--- src/rtl/axi_lite_pkg.sv ---
// Shared response codes and write-channel state encoding for the AXI4-Lite register file.
package axi_lite_pkg;

  localparam logic [1:0] RESP_OKAY   = 2'b00;
  localparam logic [1:0] RESP_SLVERR = 2'b10;

  typedef enum logic [1:0] {
    IDLE,
    HAVE_AW,
    HAVE_W,
    RESP
  } wr_state_t;

endpackage

--- src/rtl/axi_lite_write_ctrl.sv ---
// AW/W capture, write FSM and B channel; hands one commit per write to the register array.
module axi_lite_write_ctrl
  import axi_lite_pkg::*;
#(
  parameter int DATA_WIDTH    = 32,
  parameter int ADDRESS_WIDTH = 6,
  parameter int NUM_REGS      = 8,
  parameter int IDX_W         = ADDRESS_WIDTH - $clog2(DATA_WIDTH / 8)
) (
  input  logic                      clk_i,
  input  logic                      rst_i,
  input  logic [ADDRESS_WIDTH-1:0]  awaddr_i,
  input  logic                      awvalid_i,
  output logic                      awready_o,
  input  logic [DATA_WIDTH-1:0]     wdata_i,
  input  logic [DATA_WIDTH/8-1:0]   wstrb_i,
  input  logic                      wvalid_i,
  output logic                      wready_o,
  output logic [1:0]                bresp_o,
  output logic                      bvalid_o,
  input  logic                      bready_i,
  output logic                      commit_o,
  output logic [IDX_W-1:0]          commit_idx_o,
  output logic [DATA_WIDTH-1:0]     commit_data_o,
  output logic [DATA_WIDTH/8-1:0]   commit_strb_o,
  output logic                      commit_in_range_o
);

  localparam int STRB_W = DATA_WIDTH / 8;
  localparam int OFFS_W = $clog2(STRB_W);

  wr_state_t                state_q, state_d;
  logic                     pend_q, pend_d;
  logic [IDX_W-1:0]         wrIdx_q, wrIdx_d;
  logic [DATA_WIDTH-1:0]    wrData_q, wrData_d;
  logic [STRB_W-1:0]        wrStrb_q, wrStrb_d;
  logic [1:0]               bresp_q, bresp_d;
  logic                     awHeld, wHeld, awHs, wHs, inRange;
  logic [OFFS_W-1:0]        unusedOffset;

  assign unusedOffset = awaddr_i[OFFS_W-1:0];

  // pend_q marks "both halves held": the commit happens on the next edge
  assign awHeld    = (state_q == HAVE_AW) || pend_q;
  assign wHeld     = (state_q == HAVE_W) || pend_q;
  assign bvalid_o  = (state_q == RESP);
  assign awready_o = !rst_i && !awHeld && !bvalid_o;
  assign wready_o  = !rst_i && !wHeld && !bvalid_o;
  assign awHs      = awvalid_i && awready_o;
  assign wHs       = wvalid_i && wready_o;
  assign inRange   = (32'(wrIdx_q) < NUM_REGS);

  always_comb begin
    state_d  = state_q;
    pend_d   = pend_q;
    wrIdx_d  = wrIdx_q;
    wrData_d = wrData_q;
    wrStrb_d = wrStrb_q;
    bresp_d  = bresp_q;
    if (awHs) wrIdx_d = awaddr_i[ADDRESS_WIDTH-1:OFFS_W];
    if (wHs) begin
      wrData_d = wdata_i;
      wrStrb_d = wstrb_i;
    end
    case (state_q)
      IDLE: begin
        if (pend_q) begin
          pend_d  = 1'b0;
          state_d = RESP;
          bresp_d = inRange ? RESP_OKAY : RESP_SLVERR;
        end else if (awHs && wHs) begin
          pend_d = 1'b1;
        end else if (awHs) begin
          state_d = HAVE_AW;
        end else if (wHs) begin
          state_d = HAVE_W;
        end
      end
      HAVE_AW: if (wHs) begin
        state_d = IDLE;
        pend_d  = 1'b1;
      end
      HAVE_W: if (awHs) begin
        state_d = IDLE;
        pend_d  = 1'b1;
      end
      RESP:    if (bready_i) state_d = IDLE;
      default: state_d = IDLE;
    endcase
  end

  always_ff @(posedge clk_i) begin
    if (rst_i) begin
      state_q  <= IDLE;
      pend_q   <= 1'b0;
      wrIdx_q  <= '0;
      wrData_q <= '0;
      wrStrb_q <= '0;
      bresp_q  <= RESP_OKAY;
    end else begin
      state_q  <= state_d;
      pend_q   <= pend_d;
      wrIdx_q  <= wrIdx_d;
      wrData_q <= wrData_d;
      wrStrb_q <= wrStrb_d;
      bresp_q  <= bresp_d;
    end
  end

  assign bresp_o           = bresp_q;
  assign commit_o          = pend_q;
  assign commit_idx_o      = wrIdx_q;
  assign commit_data_o     = wrData_q;
  assign commit_strb_o     = wrStrb_q;
  assign commit_in_range_o = inRange;

endmodule

--- src/rtl/axi_lite_regfile.sv ---
// AXI4-Lite subordinate exposing NUM_REGS read/write registers plus per-register write pulses.
module axi_lite_regfile
  import axi_lite_pkg::*;
#(
  parameter int DATA_WIDTH    = 32,
  parameter int ADDRESS_WIDTH = 6,
  parameter int NUM_REGS      = 8
) (
  input  logic                            axi_aclk_in,
  input  logic                            axi_areset_in,
  input  logic [ADDRESS_WIDTH-1:0]        axi_awaddr_in,
  input  logic [2:0]                      axi_awprot_in,
  input  logic                            axi_awvalid_in,
  output logic                            axi_awready_out,
  input  logic [DATA_WIDTH-1:0]           axi_wdata_in,
  input  logic [DATA_WIDTH/8-1:0]         axi_wstrb_in,
  input  logic                            axi_wvalid_in,
  output logic                            axi_wready_out,
  output logic [1:0]                      axi_bresp_out,
  output logic                            axi_bvalid_out,
  input  logic                            axi_bready_in,
  input  logic [ADDRESS_WIDTH-1:0]        axi_araddr_in,
  input  logic [2:0]                      axi_arprot_in,
  input  logic                            axi_arvalid_in,
  output logic                            axi_arready_out,
  output logic [DATA_WIDTH-1:0]           axi_rdata_out,
  output logic [1:0]                      axi_rresp_out,
  output logic                            axi_rvalid_out,
  input  logic                            axi_rready_in,
  output logic [NUM_REGS*DATA_WIDTH-1:0]  regs_out,
  output logic [NUM_REGS-1:0]             reg_write_pulse_out
);

  localparam int STRB_W = DATA_WIDTH / 8;
  localparam int OFFS_W = $clog2(STRB_W);
  localparam int IDX_W  = ADDRESS_WIDTH - OFFS_W;

  logic                   commit, commitInRange;
  logic [IDX_W-1:0]       commitIdx;
  logic [DATA_WIDTH-1:0]  commitData;
  logic [STRB_W-1:0]      commitStrb;

  logic [DATA_WIDTH-1:0]  regs_q [NUM_REGS];
  logic [NUM_REGS-1:0]    pulse_q;
  logic                   rvalid_q;
  logic [DATA_WIDTH-1:0]  rdata_q, rdSel;
  logic [1:0]             rresp_q;
  logic [IDX_W-1:0]       arIdx;
  logic                   arInRange, arHs;
  logic                   unusedBits;

  assign unusedBits = ^{axi_awprot_in, axi_arprot_in, axi_araddr_in[OFFS_W-1:0]};

  axi_lite_write_ctrl #(
    .DATA_WIDTH   (DATA_WIDTH),
    .ADDRESS_WIDTH(ADDRESS_WIDTH),
    .NUM_REGS     (NUM_REGS),
    .IDX_W        (IDX_W)
  ) u_write_ctrl (
    .clk_i            (axi_aclk_in),
    .rst_i            (axi_areset_in),
    .awaddr_i         (axi_awaddr_in),
    .awvalid_i        (axi_awvalid_in),
    .awready_o        (axi_awready_out),
    .wdata_i          (axi_wdata_in),
    .wstrb_i          (axi_wstrb_in),
    .wvalid_i         (axi_wvalid_in),
    .wready_o         (axi_wready_out),
    .bresp_o          (axi_bresp_out),
    .bvalid_o         (axi_bvalid_out),
    .bready_i         (axi_bready_in),
    .commit_o         (commit),
    .commit_idx_o     (commitIdx),
    .commit_data_o    (commitData),
    .commit_strb_o    (commitStrb),
    .commit_in_range_o(commitInRange)
  );

  always_ff @(posedge axi_aclk_in) begin
    if (axi_areset_in) begin
      for (int i = 0; i < NUM_REGS; i++) regs_q[i] <= '0;
      pulse_q <= '0;
    end else begin
      pulse_q <= '0;
      for (int i = 0; i < NUM_REGS; i++) begin
        if (commit && commitInRange && (commitIdx == IDX_W'(i))) begin
          pulse_q[i] <= 1'b1;
          for (int j = 0; j < STRB_W; j++)
            if (commitStrb[j]) regs_q[i][j*8 +: 8] <= commitData[j*8 +: 8];
        end
      end
    end
  end

  // Read samples pre-commit contents, so a same-edge write is not visible yet
  assign arIdx     = axi_araddr_in[ADDRESS_WIDTH-1:OFFS_W];
  assign arInRange = (32'(arIdx) < NUM_REGS);
  assign axi_arready_out = !axi_areset_in && !rvalid_q;
  assign arHs      = axi_arvalid_in && axi_arready_out;

  always_comb begin
    rdSel = '0;
    for (int i = 0; i < NUM_REGS; i++)
      if (arIdx == IDX_W'(i)) rdSel = regs_q[i];
  end

  always_ff @(posedge axi_aclk_in) begin
    if (axi_areset_in) begin
      rvalid_q <= 1'b0;
      rdata_q  <= '0;
      rresp_q  <= RESP_OKAY;
    end else if (arHs) begin
      rvalid_q <= 1'b1;
      rdata_q  <= arInRange ? rdSel : '0;
      rresp_q  <= arInRange ? RESP_OKAY : RESP_SLVERR;
    end else if (rvalid_q && axi_rready_in) begin
      rvalid_q <= 1'b0;
    end
  end

  assign axi_rvalid_out      = rvalid_q;
  assign axi_rdata_out       = rdata_q;
  assign axi_rresp_out       = rresp_q;
  assign reg_write_pulse_out = pulse_q;

  for (genvar g = 0; g < NUM_REGS; g++) begin : g_regs_out
    assign regs_out[g*DATA_WIDTH +: DATA_WIDTH] = regs_q[g];
  end

endmodule

--- config.mk ---
export PLATFORM = sky130hd
export DESIGN_NAME = axi_lite_regfile
export DESIGN_NICKNAME = d
export VERILOG_FILES = /design/src/rtl/axi_lite_pkg.sv /design/src/rtl/axi_lite_write_ctrl.sv /design/src/rtl/axi_lite_regfile.sv
export SDC_FILE = /design/constraint.sdc
export NUM_CORES = 1
export LEC_CHECK = 0
export BUFFER_PORTS_ARGS = -buffer_cell sky130_fd_sc_hd__buf_2
export CORE_ASPECT_RATIO = 1.2
export CORE_MARGIN = 4
export CORE_UTILIZATION = 31
export CTS_CLUSTER_DIAMETER = 40
export DETAILED_ROUTE_END_ITERATION = 8
export HOLD_SLACK_MARGIN = 0.02
export PLACE_DENSITY = 0.47
export SLEW_MARGIN = 20
export SYNTH_ARGS = -nofsm -noshare
export SYNTH_HDL_FRONTEND = slang
export SYNTH_SLANG_ARGS = --single-unit
--- constraint.sdc ---
create_clock -name axi_aclk_in -period 5 [get_ports axi_aclk_in]
set_input_delay 1 -clock axi_aclk_in [delete_from_list [all_inputs] [get_ports axi_aclk_in]]
set_output_delay 1 -clock axi_aclk_in [all_outputs]
set_load 0.02 [all_outputs]
# --- After elaboration in Yosys (flattened, before gate mapping) ---
# Memory sizes are Yosys's and may differ from the RTL's.
# Index checks and enable logic that the tools add are counted.
# W data, S select, Z words.
totals:
  register_bits: 88
  mem_bits_rw: 256
  in_bits: 61
  output_inout_bits: 305
  n_memories: 1
memory_table:
  columns: ["memory", "depth", "width", "read_ports", "rd_ports_with_merged_regs", "wr", "line", "rtl"]
  rows:
  - ["regs_q", 8, 32, 8, 0, 8, "axi_lite_regfile.sv:43", "logic [DATA_WIDTH-1:0] regs_q [NUM_REGS];"]
classes:
  magnitude_cmp: 2
  eq_ne: 22
  mux: 168
  n_bitwise: 32
  n_reduce_logical: 34
op_table:
  columns: ["cell", "count"]
  rows:
  - ["$mux W32", 9]
  - ["$mux W8", 32]
  - ["$mux W1", 116]
  - ["$eq A4 B3 Y1 const B", 8]
  - ["$or A1 B1 Y1", 32]
  - ["$logic_and A1 B1 Y1", 19]
  - ["$mux W2", 9]
  - ["$eq A4 B2 Y1 const B", 4]
  - ["$eq A4 B1 Y1 const B", 2]
  - ["$logic_not A4 Y1", 2]
  - ["$lt A4 B4 Y1 const B", 2]
  - ["$pmux W2 S4", 1]
  - ["$logic_not A1 Y1", 5]
  - ["$reduce_and A5 Y1", 1]
  - ["$eq A2 B2 Y1 const B", 2]
  - ["$ne A2 B1 Y1 const B", 2]
  - ["$ne A4 B1 Y1 const B", 1]
  - ["$ne A3 B2 Y1 const B", 1]
  - ["$pmux W1 S3", 1]
  - ["$reduce_and A3 Y1", 1]
  - ["$reduce_bool A3 Y1", 1]
  - ["$eq A2 B1 Y1 const B", 1]
  - ["$logic_not A2 Y1", 1]
  - ["$logic_or A1 B1 Y1", 2]
  - ["other kinds (3)", 3]

# --- Logic depth before layout (Yosys ltp) ---
depth:
  depth_word: 11
  mapped_depth: 8

# --- Hierarchy ---
# A second synthesis with hierarchy kept.
unflattened:
  cells_unflattened: 1321
  area_unflattened_um2: 14729.1
by_module_without_submodules:
  columns: ["module", "n_inst", "cells_per_inst", "area_each_um2"]
  rows:
  - ["axi_lite_regfile", 1, 1107, 12963.7]
  - ["axi_lite_write_ctrl", 1, 214, 1765.4]

# --- Worst setup path after synthesis ---
# No wires, ideal clock.
synth_timing:
  kind: "input to output"
  startpoint: "input port axi_areset_in"
  endpoint: "output port axi_awready_out"
  t_arrival_ns: 2.070
  slack_ns: 1.930
  stages: 3
  path_cell_list: "clkbuf_1 -> clkbuf_1 -> nor4_1"
synth_via:
  elab_chain_cells: 3
synth_rtl:
  columns: ["element", "line", "rtl"]
  rows:
  - ["start: declaration", "axi_lite_regfile.sv:10", "input logic axi_areset_in,"]
  - ["$logic_not A1 Y1", "axi_lite_write_ctrl.sv:47", "assign awready_o = !rst_i && !awHeld && !bvalid_o;"]
  - ["$logic_and A1 B1 Y1 (2 in a row)", "axi_lite_write_ctrl.sv:47", null]
  - ["end: declaration", "axi_lite_regfile.sv:14", "output logic axi_awready_out,"]
# Every way passes these cells.

==> results.json <==
{
  "p_sw_share_pct": 27.4,
  "die_h_um": 245,
  "p_leak_nw": 7.46,
  "numCtsBuffers": 50,
  "place.gp.congestion": 0.832,
  "p_int_w": 0.00570,
  "worst_pin_slew_ns": 0.909,
  "skew_ns": 0.0235,
  "path_class": "flop to flop",
  "die_width_um": 205,
  "period_minus_slack_ns": 3.19,
  "dr.pass1.iters": 5,
  "cts_sinks": 342,
  "htreeDepth": 2,
  "cp_max_fo": 11,
  "seqPwrFrac_pct": 42.1,
  "initialDrtViolationCount": 747,
  "finalHoldViolations": 0,
  "slew_headroom_pct": 39.4,
  "yosysSeqAreaShare_pct": 64.9,
  "drcViolationCount": 0,
  "holdCritPathClass": "flop to flop",
  "antenna_found_initial": 2,
  "start_util_pct": 31.5,
  "nNetsFinal": 1675,
  "dieArea_mm2": 0.0503,
  "fmax_ghz": 0.313,
  "postLayoutCoreUtil_pct": 40.4,
  "core_area_mm2": 0.0461,
  "synth.area.top_cells": "edfxtp_1, dfxtp_1, nor2_1",
  "slew_violations": 0,
  "grt_pass1_wl_mm": 80.3,
  "synth_cell_types": 55,
  "cts_resized": 0,
  "ios": 366,
  "synth_top_area_cell": "edfxtp_1",
  "p_comb_share_pct": 11.2,
  "whs_path_depth": 2,
  "fill_cells": 4570,
  "synthCells": 1261,
  "power.density_mw_per_mm2": 422,
  "cts_setup_buffers": 0,
  "num_vias": 11500,
  "final-setup-viol-count": 0,
  "wire_per_inst_um": 24.9,
  "reg2reg_depth": 4,
  "port-buffer-count": 353,
  "postRouteWirelength_mm": 56.5,
  "rsz0062_at_grt": "no",
  "grt_pass1_vias": 11600,
  "drv_cap": 0,
  "postCtsHoldBufs": 0,
  "clkPwrFrac_pct": 46.6,
  "netlist_top_cells_count": "edfxtp_1, nor2_1, nand2_1",
  "grt.total_usage_pct": 21.8,
  "critPathCaptureType": "flop",
  "path_clk_slew_ns": 0.06,
  "synth_area_per_cell_um2": 11.5,
  "yosys.cell_count.top_type": "edfxtp_1",
  "yosys_warnings": 0,
  "synth-main-ff-cell": "edfxtp_1",
  "rows": 86,
  "p_sw_w": 0.00215,
  "via_per_inst": 5.05,
  "multiInputGateArea_mm2": 0.00461,
  "grt_max_degree": 81,
  "peakVddDrop_uv": 287,
  "cp-start-kind": "flop",
  "period_share_pct": 63.8,
  "clk_latency_ns": 0.60,
  "register_area_mm2": 0.00941,
  "ctsLongestPathBuffers": 3,
  "synth_area_mm2": 0.0145,
  "drive_gt1_share_pct": 30.0,
  "synth_edf_count": 256,
  "ant_nets": 0,
  "root_buffer": "clkbuf_16",
  "globalRouteOverflowTotal": 0,
  "place_hpwl_mm": 40.4,
  "synth_seq_cells": 342,
  "arrival_ns": 3.42,
  "area.growth.synth_to_final_pct": 28.4,
  "required_ns": 5.23,
  "fin_tns_setup_ns": 0,
  "synth_top_area_share_pct": 53.0,
  "synthArstFlopShare_pct": 0,
  "outcome": "finished clean",
  "cts_tree": "yes"
}
==> stage by stage <==
step,hold slack (ns),setup WS [ns],total power [W],cell area [um2],std cells
2_1_floorplan,0.437,1.93,0.00390,14500,1262
3_3_place_gp,0.443,1.49,0.00425,16900,2173
3_5_place_dp,0.447,1.52,0.00426,16900,2173
4_1_cts,0.455,1.67,0.00793,18600,2267
5_1_grt,0.468,1.62,0.00813,18600,2267
6_report,0.455,1.81,0.00785,18600,2268
==> state kept, by name, indices dropped and copies added, names as in the netlist <==
| register | count |
|---|---|
| axi_rvalid_out | 1 |
| u_write_ctrl.commit_strb_o | 4 |
| u_write_ctrl.commit_o | 1 |
| u_write_ctrl.commit_idx_o | 4 |
| regs_q | 256 |
| u_write_ctrl.bresp_o | 1 |
| u_write_ctrl.commit_data_o | 32 |
| axi_rdata_out | 32 |
| u_write_ctrl.state_q | 2 |
| axi_rresp_out | 1 |
| reg_write_pulse_out | 8 |
==> worst max-delay path, cell delays in order (launching register included) <==
cell,delay (ns)
dfxtp_1,0.61
or3b_1,0.55
nor2_1,0.68
nand2_1,0.48
nand2b_1,0.50
==> cells in the final DEF, fill, tap and decap left out, types with 44 or more instances in the layout <==
| cell | netlist | final |
|---|---|---|
| nand2_1 | 114 | 112 |
| edfxtp_1 | 256 | 256 |
| a21oi_1 | 70 | 70 |
| mux2i_1 | 44 | 44 |
| dfxtp_1 | 86 | 86 |
| nor2_1 | 233 | 232 |
| o21ai_0 | 52 | 52 |
| buf_2 | 19 | 351 |
| clkbuf_16 | 0 | 52 |
| nand2b_1 | 61 | 61 |
==> worst paths after layout <==
path	startpoint	endpoint	slack [ns]
hold / removal	u_write_ctrl.commit_data_o[6]	u_write_ctrl.commit_data_o[6]	0.45
setup / recovery	u_write_ctrl.commit_o	regs_q[0][87]	1.81
hold reg to reg	u_write_ctrl.commit_data_o[6]	u_write_ctrl.commit_data_o[6]	0.45
setup reg to reg	u_write_ctrl.commit_o	regs_q[0][87]	1.81
==> per-layer routing <==
| metal | vias up | GRT usage, % | wire length (um) |
|---|---|---|---|
| met1 | 5641 | 27.3 | 23100 |
| met4 | 2 | 6.46 | 1560 |
| met3 | 83 | 5.62 | 4260 |
| met5 | - | 0 | 13 |
| met2 | 463 | 37.0 | 27600 |
| li1 | 5266 | - | - |
==> power by group through the flow <==
stage,Sequential (W),Clock (W),Combinational [W]
final,0.00331,0.00366,0.000883
after global routing,0.00333,0.00384,0.000957
after CTS,0.00331,0.00372,0.000896
after detailed placement,0.00337,0,0.000893
after global placement,0.00336,0,0.000883
after floorplan,0.00345,0,0.000450
==> cells by family after synthesis <==
family | count (synthesis) | synth area share (%)
AO/OA/AOI/OAI | 266 | 12.0
XOR/XNOR | 1 | 0.0604
adder cells (fa/ha/maj) | 5 | 0.431
buffers and inverters | 119 | 3.48
flip-flops | 342 | 64.9
multiplexers | 72 | 5.21
other | 1 | 0.0259
AND/OR/NAND/NOR | 455 | 13.9
==> cell type report <==
cell class              count  share of cell area [%]
flip-flops and latches    342                    50.5
multi-input cells         801                    24.8
repair buffers            373                    10.3
clock buffers              60                    7.26
well taps                 616                    4.14
clock inverters            34                    2.16
inverters                  41                   0.826
diodes                      1                  0.0134
(Power assumes the default switching activity.)
